**config.mk**
```make
export PLATFORM = sky130hd
export DESIGN_NAME = scan_onecold_decoder
export DESIGN_NICKNAME = d
export VERILOG_FILES = /design/src/rtl/scan_dec_pkg.sv /design/src/rtl/onecold_dec.sv /design/src/rtl/scan_onecold_decoder.sv
export SDC_FILE = /design/constraint.sdc
export NUM_CORES = 1
export LEC_CHECK = 0
export CELL_PAD_IN_SITES_DETAIL_PLACEMENT = 1
export CELL_PAD_IN_SITES_GLOBAL_PLACEMENT = 2
export CORE_ASPECT_RATIO = 1.2
export CORE_MARGIN = 1.5
export CORE_UTILIZATION = 28
export DETAILED_ROUTE_END_ITERATION = 10
export PLACE_DENSITY_LB_ADDON = 0.08
export SYNTH_ARGS = -nofsm -noshare
export SYNTH_HDL_FRONTEND = slang
export SYNTH_SLANG_ARGS = --single-unit
```
**constraint.sdc**
```tcl
create_clock -name CLK -period 2.36 [get_ports CLK]
set_input_delay 0.472 -clock CLK [delete_from_list [all_inputs] [get_ports CLK]]
set_output_delay 0.472 -clock CLK [all_outputs]
set_load 0.02 [all_outputs]
```
**src/rtl/scan_dec_pkg.sv**
```systemverilog
// Shared types and constants for the scanning one-cold decoder.
//   state_e     : FSM states (OFF, BLANK, DRIVE)
//   MODE_DIRECT : MODE input value selecting address-load operation
//   MODE_SCAN   : MODE input value selecting auto-stepping operation
package scan_dec_pkg;

  typedef enum logic [1:0] {
    OFF   = 2'd0,
    BLANK = 2'd1,
    DRIVE = 2'd2
  } state_e;

  localparam logic MODE_DIRECT = 1'b0;
  localparam logic MODE_SCAN   = 1'b1;

endpackage

```
**src/rtl/onecold_dec.sv**
```systemverilog
// Combinational SEL_W-to-2**SEL_W decoder with active-low, one-cold output.
//   sel      : channel index
//   en       : 1 = drive the selected bit low, 0 = all outputs high
//   oc_n_c   : active-low one-cold vector (combinational)
module onecold_dec #(
  parameter int unsigned SEL_W = 3
) (
  input  logic [SEL_W-1:0]      sel,
  input  logic                  en,
  output logic [2**SEL_W-1:0]   oc_n_c
);

  localparam int unsigned N_OUT = 2 ** SEL_W;

  always_comb begin
    oc_n_c = '1;
    if (en) begin
      oc_n_c = ~(N_OUT'(1) << sel);
    end
  end

endmodule

```
**src/rtl/scan_onecold_decoder.sv**
```systemverilog
// Registered one-cold channel decoder with DIRECT (address load) and SCAN
// (auto-step with programmable dwell) modes. Every channel change passes
// through a single all-high BLANK cycle (break-before-make).
//   CLK, RST : clock, synchronous active-high reset
//   EN       : 0 forces all outputs high and parks the FSM in OFF
//   MODE     : 0 = DIRECT, 1 = SCAN
//   LOAD, A  : DIRECT-mode address capture
//   LAST     : SCAN upper channel bound (channels 0..LAST)
//   DWELL    : SCAN drive time per channel, DWELL+1 cycles
//   Y        : active-low one-cold outputs
//   CUR      : current channel
//   WRAP     : one-cycle pulse in the BLANK cycle of a LAST->0 wrap
//   ACTIVE   : high while a Y bit is driven low
module scan_onecold_decoder
  import scan_dec_pkg::*;
#(
  parameter int unsigned SEL_W   = 3,
  parameter int unsigned DWELL_W = 8
) (
  input  logic                 CLK,
  input  logic                 RST,
  input  logic                 EN,
  input  logic                 MODE,
  input  logic                 LOAD,
  input  logic [SEL_W-1:0]     A,
  input  logic [SEL_W-1:0]     LAST,
  input  logic [DWELL_W-1:0]   DWELL,
  output logic [2**SEL_W-1:0]  Y,
  output logic [SEL_W-1:0]     CUR,
  output logic                 WRAP,
  output logic                 ACTIVE
);

  localparam int unsigned N_OUT = 2 ** SEL_W;

  state_e             state_q, state_d;
  logic [SEL_W-1:0]   cur_q, cur_d;
  logic [DWELL_W-1:0] dwell_q, dwell_d;
  logic               mode_q, mode_d;
  logic               wrap_q, wrap_d;
  logic               active_q, active_d;
  logic [N_OUT-1:0]   y_q, y_d;
  logic [SEL_W-1:0]   next_chan_c;
  logic [N_OUT-1:0]   dec_y_c;

  // Next scan channel; ">=" also catches LAST lowered below CUR mid-scan.
  always_comb begin
    next_chan_c = SEL_W'(cur_q + SEL_W'(1));
    if (cur_q >= LAST) begin
      next_chan_c = '0;
    end
  end

  // FSM next-state, channel and dwell counter.
  always_comb begin
    state_d = state_q;
    cur_d   = cur_q;
    dwell_d = dwell_q;
    wrap_d  = 1'b0;
    mode_d  = MODE;

    if (!EN) begin
      state_d = OFF;
      dwell_d = '0;
    end else if (MODE == MODE_SCAN) begin
      if (mode_q == MODE_DIRECT) begin
        // Entering SCAN restarts at channel 0 without a WRAP pulse.
        state_d = BLANK;
        cur_d   = '0;
        dwell_d = '0;
      end else begin
        unique case (state_q)
          OFF: begin
            state_d = BLANK;
            dwell_d = '0;
          end
          BLANK: begin
            state_d = DRIVE;
            dwell_d = '0;
          end
          DRIVE: begin
            if (dwell_q == DWELL) begin
              state_d = BLANK;
              cur_d   = next_chan_c;
              dwell_d = '0;
              wrap_d  = (next_chan_c == '0);
            end else begin
              dwell_d = DWELL_W'(dwell_q + DWELL_W'(1));
            end
          end
          default: begin
            state_d = OFF;
            dwell_d = '0;
          end
        endcase
      end
    end else begin
      dwell_d = '0;
      if (LOAD && ((state_q != DRIVE) || (A != cur_q))) begin
        state_d = BLANK;
        cur_d   = A;
      end else if (state_q == OFF) begin
        state_d = BLANK;
      end else if (state_q == BLANK) begin
        state_d = DRIVE;
      end
    end
  end

  // Output pattern is decoded from the next state so Y, CUR and ACTIVE align.
  onecold_dec #(
    .SEL_W (SEL_W)
  ) u_dec (
    .sel    (cur_d),
    .en     (state_d == DRIVE),
    .oc_n_c (dec_y_c)
  );

  always_comb begin
    y_d      = dec_y_c;
    active_d = (state_d == DRIVE);
  end

  always_ff @(posedge CLK) begin
    if (RST) begin
      state_q  <= OFF;
      cur_q    <= '0;
      dwell_q  <= '0;
      mode_q   <= MODE_DIRECT;
      wrap_q   <= 1'b0;
      active_q <= 1'b0;
      y_q      <= '1;
    end else begin
      state_q  <= state_d;
      cur_q    <= cur_d;
      dwell_q  <= dwell_d;
      mode_q   <= mode_d;
      wrap_q   <= wrap_d;
      active_q <= active_d;
      y_q      <= y_d;
    end
  end

  assign Y      = y_q;
  assign CUR    = cur_q;
  assign WRAP   = wrap_q;
  assign ACTIVE = active_q;

endmodule

```
==> impl_summary.md, run 1 <==
Status
The run finished with clean final reports.

GRT
The number of antenna violations at the first check in global routing was 0. The wire length of the first global-routing pass is 5830 um. The leftover overflow at the end of global routing is 0.

The via count of the first global-routing pass is 1,296. The global-route usage over all layers is 0.147. Entering global routing, the biggest net connects 14 pins.

Synth
After synthesis the cells add up to 0.00127 mm^2. The post-synthesis register bit count is 24. The count of different cell masters after synthesis is 36. The share of synthesized area in the top cell type comes to 0.379. The parity-gate share of the synthesized area counting xor and xnor cells is 0.125. The post-synthesis share of cell area spent on and, or, nand and nor gates is 0.240. The mean instance size in the synthesized netlist is 8.98 um^2.

The largest area contributor in the netlist is sky130_fd_sc_hd__dfxtp_1. Yosys printed 0 warnings. The number of standard cells after synthesis is 141. The compound-gate portion of the synthesized area is 0.139. The post-synthesis adder-cell area fraction is 0.0791. The mux contribution to synthesized area is 0.00791. After synthesis, the largest family of logic cells by area is simple AND/OR/NAND/NOR gates. The net count after synthesis is 168. By area the synthesized netlist is led by sky130_fd_sc_hd__dfxtp_1 (38%), sky130_fd_sc_hd__ha_1 (7.9%), sky130_fd_sc_hd__xnor2_1 (7.6%). For this run, the register share of the synthesized area comes to 0.379.

Finish
The library cell used most frequently in the layout, excluding fill and tap cells, is sky130_fd_sc_hd__clkdlybuf4s50_1. In the final layout, flip-flops and latches occupy 482 um^2. Leaving out fill and tap cells, the most frequent cells in the layout are sky130_fd_sc_hd__clkdlybuf4s50_1 (24), sky130_fd_sc_hd__dfxtp_1 (23), sky130_fd_sc_hd__buf_4 (19). 0 antenna diodes ended up in the layout. The number of nets in the layout is 222.

The area of the multi-input gates is 861 um^2. The finished layout holds 250 standard cells, fillers aside. The share of post-route cells with drive strength above 1 is 0.268. The core occupancy in the finished layout is 0.455. The fill cell total of the finished layout is 513.

Relative to the synthesized area, the layout overhead comes to 54.2%.

CTS
CTS built an H-tree with a depth of 1. The CTS tree is yes. The register clock-pin slew on the reported worst setup and hold paths is 0.08 ns. Buffers inserted during clock tree synthesis total 3. The tree built by TritonCTS fans out to 24 sinks. The longest clock path from root to sink contains 2 buffers. The buffer type at the clock tree root is sky130_fd_sc_hd__clkbuf_8. The clock latency reported for the late side of the worst-skew pair is 0.26 ns. Buffers inserted to repair hold after CTS numbered 0.

Power
The switching power is 0.000188 W. The share of total power dissipated in the clock network is 0.329. Of the total power, the share spent switching nets is 0.230. The leakage power is 0.751 nW. The share of total power dissipated in combinational logic is 0.165. The internal power of the cells is 0.000628 W. IR analysis of the VDD net gives a maximum drop of 361 uV. Dividing total power by cell area gives a power density of 418 mW/mm^2. The share of total power dissipated in sequential elements is 0.505.

Placement
Before CTS, the worst setup slack after placement is -0.502 ns. Summed over all nets, the half-perimeter wirelength after detailed placement is 2820 um. At the end of routability-driven placement, the weighted congestion stood at 0.791. After detailed placement, the design holds a cell count of 242. The count of buffers added on input and output ports is 31.

STA
Setup repair after global routing left no endpoint under its margin. The part of the cycle the worst path needs is 0.959. The achievable frequency is 442 MHz. The number of hold violations in the final report is 0. The worst path meets setup with 0.0966 ns of slack. The number of max-slew violations in the final report came to 0. For the pin with the worst max-slew slack, the measured transition is 0.310 ns. Headroom to the max-slew limit came out at 0.790. Clock skew on the completed layout was measured at 0.00588 ns.

Counting I/O delays and the setup requirement, the final critical path takes 2.26 ns. Setup violations remaining at the end of the flow were counted as 0. The setup total negative slack is 0 ns.

Routing
The DRC violation count after routing is 0. The average wire per cell in the routed design is 14.0 um. In this run the remaining antenna-violating nets after routing total 0. The final route contains 1,198 vias.

Using the TritonRoute via totals, the vias-per-cell ratio works out to 4.79. The iteration count of the initial detailed-routing pass is 4. The number of DRC violations after detailed-routing iteration 0 is 26.

The final layout contains routed wiring with a total length of 3500 um.

Setup path
The startpoint of the lowest-slack register-to-register path is CUR[0]$_SDFF_PP0_. Across all register-to-register paths, the minimum setup slack is 0.14 ns. STA classifies the critical path endpoint as a flip-flop. The critical path data arrival time is 2.40 ns. For the worst setup path, the data required time is 2.49 ns. The reg-to-reg endpoint is Y[5]$_SDFF_PP1_. The critical path start-end classification is in2reg. The category of the worst setup path launch point is an input pin. Measured in cells, the most critical reg-to-reg path has a length of 8. The largest fanout on the critical path is 4.

Floorplanning
The total die area is 0.00494 mm^2. 32 I/O pins were placed. The floorplan die width is 64.4 um. The initial standard-cell utilization of the core is 0.295. The initialized floorplan defines 26 standard-cell rows. The die extent in y is 76.7 um. The floorplan step defined a core boundary enclosing 0.00429 mm^2.

Run
Across the run, the number of max-cap violations was 0.

Min path
The worst hold path stage count is 1. The worst hold path begins at dwell_q[0]$_SDFF_PP0_. The class of the worst hold path is reg2reg. For hold timing, the worst endpoint is dwell_q[0]$_SDFF_PP0_.
[how the worst max path moves through the flow]
stage                            to         startpoint  slack (ns)  cells past startpoint
floorplan           Y[5]$_SDFF_PP1_  CUR[0]$_SDFF_PP0_        0.05                      8
finish              Y[5]$_SDFF_PP1_            LAST[0]         0.1                      8
CTS                 Y[5]$_SDFF_PP1_           DWELL[6]       0.002                      7
detailed placement  Y[6]$_SDFF_PP1_            LAST[2]       -0.50                      9
global route        Y[7]$_SDFF_PP1_            LAST[0]       0.006                      8
global placement    Y[1]$_SDFF_PP1_            LAST[2]       -0.41                      9
[layout make-up]
class                           instances  share of cell area
Clock buffer                            4              0.0282
Tap cell                               56              0.0359
Multi-Input combinational cell        107               0.441
Timing Repair Buffer                   50               0.231
Sequential cell                        24               0.247
Inverter                                9              0.0173
[power by group through the flow]
stage	Combinational, W	Sequential (W)	Clock, W
detailed placement	0.000120	0.000421	0
finish	0.000135	0.000412	0.000269
global route	0.000148	0.000413	0.000304
floorplan	0.0000501	0.000424	0
global placement	0.000117	0.000421	0
CTS	0.000125	0.000412	0.000285
[cell families (layout without fill, tap and decap cells)]
group | Yosys count | after routing
xor gates and xnor gates | 18 | 18
and+or+nand+nor | 58 | 58
muxes | 1 | 1
buffers and inverters | 10 | 63
AOI/OAI and AO/OA | 22 | 22
adders and majority gates | 8 | 8
DFF | 24 | 24
[synthesized netlist by cell type]
cell type                   number
sky130_fd_sc_hd__dfxtp_1        24
sky130_fd_sc_hd__nor2_1         14
sky130_fd_sc_hd__nand2_1        13
sky130_fd_sc_hd__xnor2_1        11
sky130_fd_sc_hd__inv_1           9
sky130_fd_sc_hd__ha_1            8
sky130_fd_sc_hd__nand3_1         8
sky130_fd_sc_hd__xor2_1          7
sky130_fd_sc_hd__nand4_1         6
sky130_fd_sc_hd__o21ai_0         6
sky130_fd_sc_hd__nor2b_1         3
sky130_fd_sc_hd__or2_2           3
sky130_fd_sc_hd__a21oi_1         2
sky130_fd_sc_hd__a31oi_1         2
sky130_fd_sc_hd__and3_1          2
sky130_fd_sc_hd__nor3_1          2
sky130_fd_sc_hd__o311ai_0        2
sky130_fd_sc_hd__a22oi_1         1
sky130_fd_sc_hd__a2bb2oi_1       1
sky130_fd_sc_hd__and3_2          1
sky130_fd_sc_hd__clkbuf_1        1
sky130_fd_sc_hd__mux2i_1         1
sky130_fd_sc_hd__nand2b_1        1
sky130_fd_sc_hd__nor3b_1         1
sky130_fd_sc_hd__nor3b_4         1
sky130_fd_sc_hd__nor4_1          1
sky130_fd_sc_hd__o2111ai_1       1
sky130_fd_sc_hd__o211a_4         1
sky130_fd_sc_hd__o21ba_2         1
sky130_fd_sc_hd__o221a_2         1
sky130_fd_sc_hd__o221ai_1        1
sky130_fd_sc_hd__o2bb2a_1        1
sky130_fd_sc_hd__o31ai_1         1
sky130_fd_sc_hd__o41ai_2         1
sky130_fd_sc_hd__or3_2           1
sky130_fd_sc_hd__or4_4           1
[metrics by stage]
step	cell area (um^2)	hold WS, ns	power, W
2_1_floorplan	1270	0.436	0.000474
3_3_place_gp	1760	0.464	0.000538
3_5_place_dp	1760	0.466	0.000541
4_1_cts	1860	0.490	0.000823
5_1_grt	1950	0.514	0.000865
6_report	1950	0.489	0.000816
[timing repair]
item	in CTS	in global routing
pin swaps	13	9
resized for setup	13	19
setup endpoints to repair	10	9
endpoints found under the hold margin	0	0
buffers inserted	2	2
[flip-flops by register name, summed over array words and instances, names as in the netlist]
name / flops
Y: 8
dwell_q: 8
CUR: 3
state_q: 2
ACTIVE: 1
WRAP: 1
mode_q: 1
[critical path, stage by stage]
cell                            delay, ns
sky130_fd_sc_hd__dlygate4sd2_1       0.24
sky130_fd_sc_hd__ha_1                0.28
sky130_fd_sc_hd__nor2b_2             0.15
sky130_fd_sc_hd__o2111ai_2           0.13
sky130_fd_sc_hd__or4_4               0.54
sky130_fd_sc_hd__o211a_4             0.26
sky130_fd_sc_hd__nor3b_4             0.23
sky130_fd_sc_hd__nand3_1             0.10
[per-layer routing]
metal / up-vias / track usage / share of wire
li1: 599 / - / -
met1: 575 / 0.174 / 0.43
met2: 22 / 0.277 / 0.53
met3: 2 / 0.0191 / 0.035
met4: 0 / 0.0319 / 0.0077
met5: - / 0 / 0
No activity file was read; power rests on OpenSTA's default activity.
==> run 2, diff against run 1 <==
Settings changed: CORE_UTILIZATION 28 to 30, CTS_BUF_LIST from default to sky130_fd_sc_hd__clkbuf_2, GPL_ROUTABILITY_DRIVEN from default to 1, TNS_END_PERCENT from default to 1.
==> impl_summary.md, run 2 (same netlist as run 1, synthesis figures left out) <==
Routing
The via-per-instance ratio is 4.94. The DRC violation count after routing is 0. The number of DRC violations after detailed-routing iteration 0 is 24.

In the final routed layout, each cell accounts on average for 13.5 um. The first detailed-routing pass ran for 4 iterations. After detailed routing, the total wire length is 3280 um.

The detail route stage leaves a number of antenna-violating nets equal to 0. The total vias in the final route is 1,200.

GRT
The number of antenna violations at the first check in global routing is 0. After global routing the overflow that remains totals 0. In the global route stage, overall resource usage came out at 0.152. The via count of the first global-routing pass is 1,262. The largest net degree at the start of global routing is 15. The wire length of the first global-routing pass is 5610 um.

Placement
The number of port buffers is 31. The placer's final routability congestion estimate is 0.813. The wire-length estimate of the detail-placed layout is 2700 um. The placed instances occupy a cell area of 0.00174 mm^2.

STA
The number of max-slew violations in the final report is 0. The final-report setup violation count is 0. The worst-case headroom to the max-slew limit is 0.748.

The final critical delay including setup and external delays is 2.26 ns. The number of hold violations in the final report is 0. Derived from the worst setup path, the maximum achievable clock frequency is 442 MHz. Adding up every negative setup slack in the final design gives 0 ns. Setup repair after global routing could not meet its margin everywhere. In the finished design, the share of the clock period the worst path needs comes to 0.958. The slew at the pin closest to its max-slew limit is 0.374 ns. The clock arrives with 0.00508 ns of skew.

Setup path
The largest fanout on the critical path is 4. The worst setup path is launched from an input pin. The family of cells with the greatest summed delay on the critical path is simple AND/OR/NAND/NOR gates. On the worst path, the slowest cell contributes a delay of 0.47 ns. The capturing element type of the critical path is a flip-flop.

The setup path with the least slack is of type in2reg. Together, buffers and inverters on the worst path number 2. For this design, the slowest cell found on the critical path is sky130_fd_sc_hd__clkdlybuf4s50_1. At the worst endpoint, the required time is 2.61 ns. Traced cell by cell, the critical path runs through clkdlybuf4s50_1 -> inv_2 -> ha_4 -> a21oi_4 -> o2111ai_2 -> or4_4 -> o211a_4 -> nor3b_4 -> nand3_1. Data on the critical path arrives at its endpoint at 2.51 ns.

Power
The power density over the cells is 439 mW/mm^2. The leakage power is 0.701 nW. The worst-case IR drop observed on VDD is 215 uV.

Floorplanning
The total die area is 0.00462 mm^2. The floorplan die width is 62.3 um. The initial utilization of the core area, before any placement, comes to 0.316.

The I/O pin total is 32. The core outline area is 0.00400 mm^2. The die extent in y is 74.2 um. In this run the core area contains 25 standard-cell rows.

Finish
The signed area change from the synthesized netlist to the final layout is 47.3%. At the end of the flow the core is filled with cells to 0.466. The share of post-route cells with drive strength above 1 is 0.217. The diode insertion count for antenna repair is 0. The number of nets in the layout is 217.

The filler cells instantiated in the layout total 498. The area of the multi-input gates is 823 um^2. The library cell used most frequently in the layout, excluding fill and tap cells, is sky130_fd_sc_hd__clkdlybuf4s50_1.

The final non-filler cell area is 0.00187 mm^2. In the layout the commonest cells are sky130_fd_sc_hd__clkdlybuf4s50_1 (31), sky130_fd_sc_hd__dfxtp_1 (24), sky130_fd_sc_hd__nor2_1 (14), sky130_fd_sc_hd__buf_4 (14), sky130_fd_sc_hd__nand2_1 (12). The footprint of the flip-flops and latches is 480 um^2.

CTS
For this design, the CTS-stage hold fixing added 0 buffers. The clock net in this run drives a total of 24 sinks. In this run, CTS created clock tree buffers numbering 3. The H-tree depth is 1.

The cell sitting at the root of the clock tree is a sky130_fd_sc_hd__clkbuf_2. Clock latency on the worst-skew pair, taken at its later pin, is 0.34 ns. TritonCTS built the clock tree.

The register clock-pin slew on the reported worst setup and hold paths is 0.24 ns. The number of buffers on the longest clock path is 2.

Run
Across the run, the number of max-cap violations was 0.

Min path
The min-delay analysis places its worst path in the category reg2reg.

Status
The run finished with clean final reports.
[run 2: changes by cell type in the layout (fill, tap and decap cells not counted), sizes merged]
| cell | delta |
|---|---|
| bufinv | +1 |
| clkdlybuf4s50 | +7 |
| dlymetal6s2s | -2 |
| dlygate4sd2 | -5 |
| buf | -5 |
| clkbuf | -1 |
[run 2: area by class of cell]
cell class | count | share of cell area
clock buffer | 3 | 0.00805
sequential | 24 | 0.258
timing repair buffer | 45 | 0.223
tap | 54 | 0.0362
multi-input combinational | 107 | 0.441
clock inverter | 1 | 0.0161
inverter | 9 | 0.0181
[run 2: path summary, 6_finish.rpt]
| path | start | to | slack (ns) | depth (start not counted) |
|---|---|---|---|---|
| setup / recovery | LAST[2] | Y[1]$_SDFF_PP1_ | 0.1 | 9 |
| hold / removal | dwell_q[0]$_SDFF_PP0_ | dwell_q[0]$_SDFF_PP0_ | 0.54 | 1 |
| setup reg to reg | state_q[0]$_SDFF_PP0_ | Y[6]$_SDFF_PP1_ | 0.17 | 9 |
| hold reg to reg | dwell_q[0]$_SDFF_PP0_ | dwell_q[0]$_SDFF_PP0_ | 0.54 | 1 |
[run 2: report_power, final]
part | switching [W] | internal [W]
registers | 0.00000388 | 0.000411
clock network | 0.000129 | 0.000146
logic | 0.0000591 | 0.0000697
[run 2: routing by layer]
| metal | up-vias | wire length, um | part of all wire | global-route usage |
|---|---|---|---|---|
| li1 | 594 | - | - | - |
| met1 | 580 | 1400 | 0.43 | 0.171 |
| met2 | 22 | 1730 | 0.53 | 0.293 |
| met3 | 4 | 106 | 0.032 | 0.0242 |
| met4 | 0 | 36 | 0.011 | 0.0543 |
| met5 | - | 0 | 0 | 0 |
[run 2: repair_timing]
action,CTS,global route
setup buffers,1,0
gates resized for setup,7,7
setup endpoints to repair,6,8
pin swaps,7,6
[run 2: stage by stage]
stage / hold slack (ns) / total power (W) / setup WS (ns) / instances
2_1_floorplan: 0.436 / 0.000474 / 0.0482 / 141
3_3_place_gp: 0.463 / 0.000536 / -0.442 / 238
3_5_place_dp: 0.478 / 0.000538 / -0.554 / 238
4_1_cts: 0.528 / 0.000825 / 0.00128 / 243
5_1_grt: 0.577 / 0.000853 / 0.00351 / 243
6_report: 0.541 / 0.000818 / 0.0996 / 243
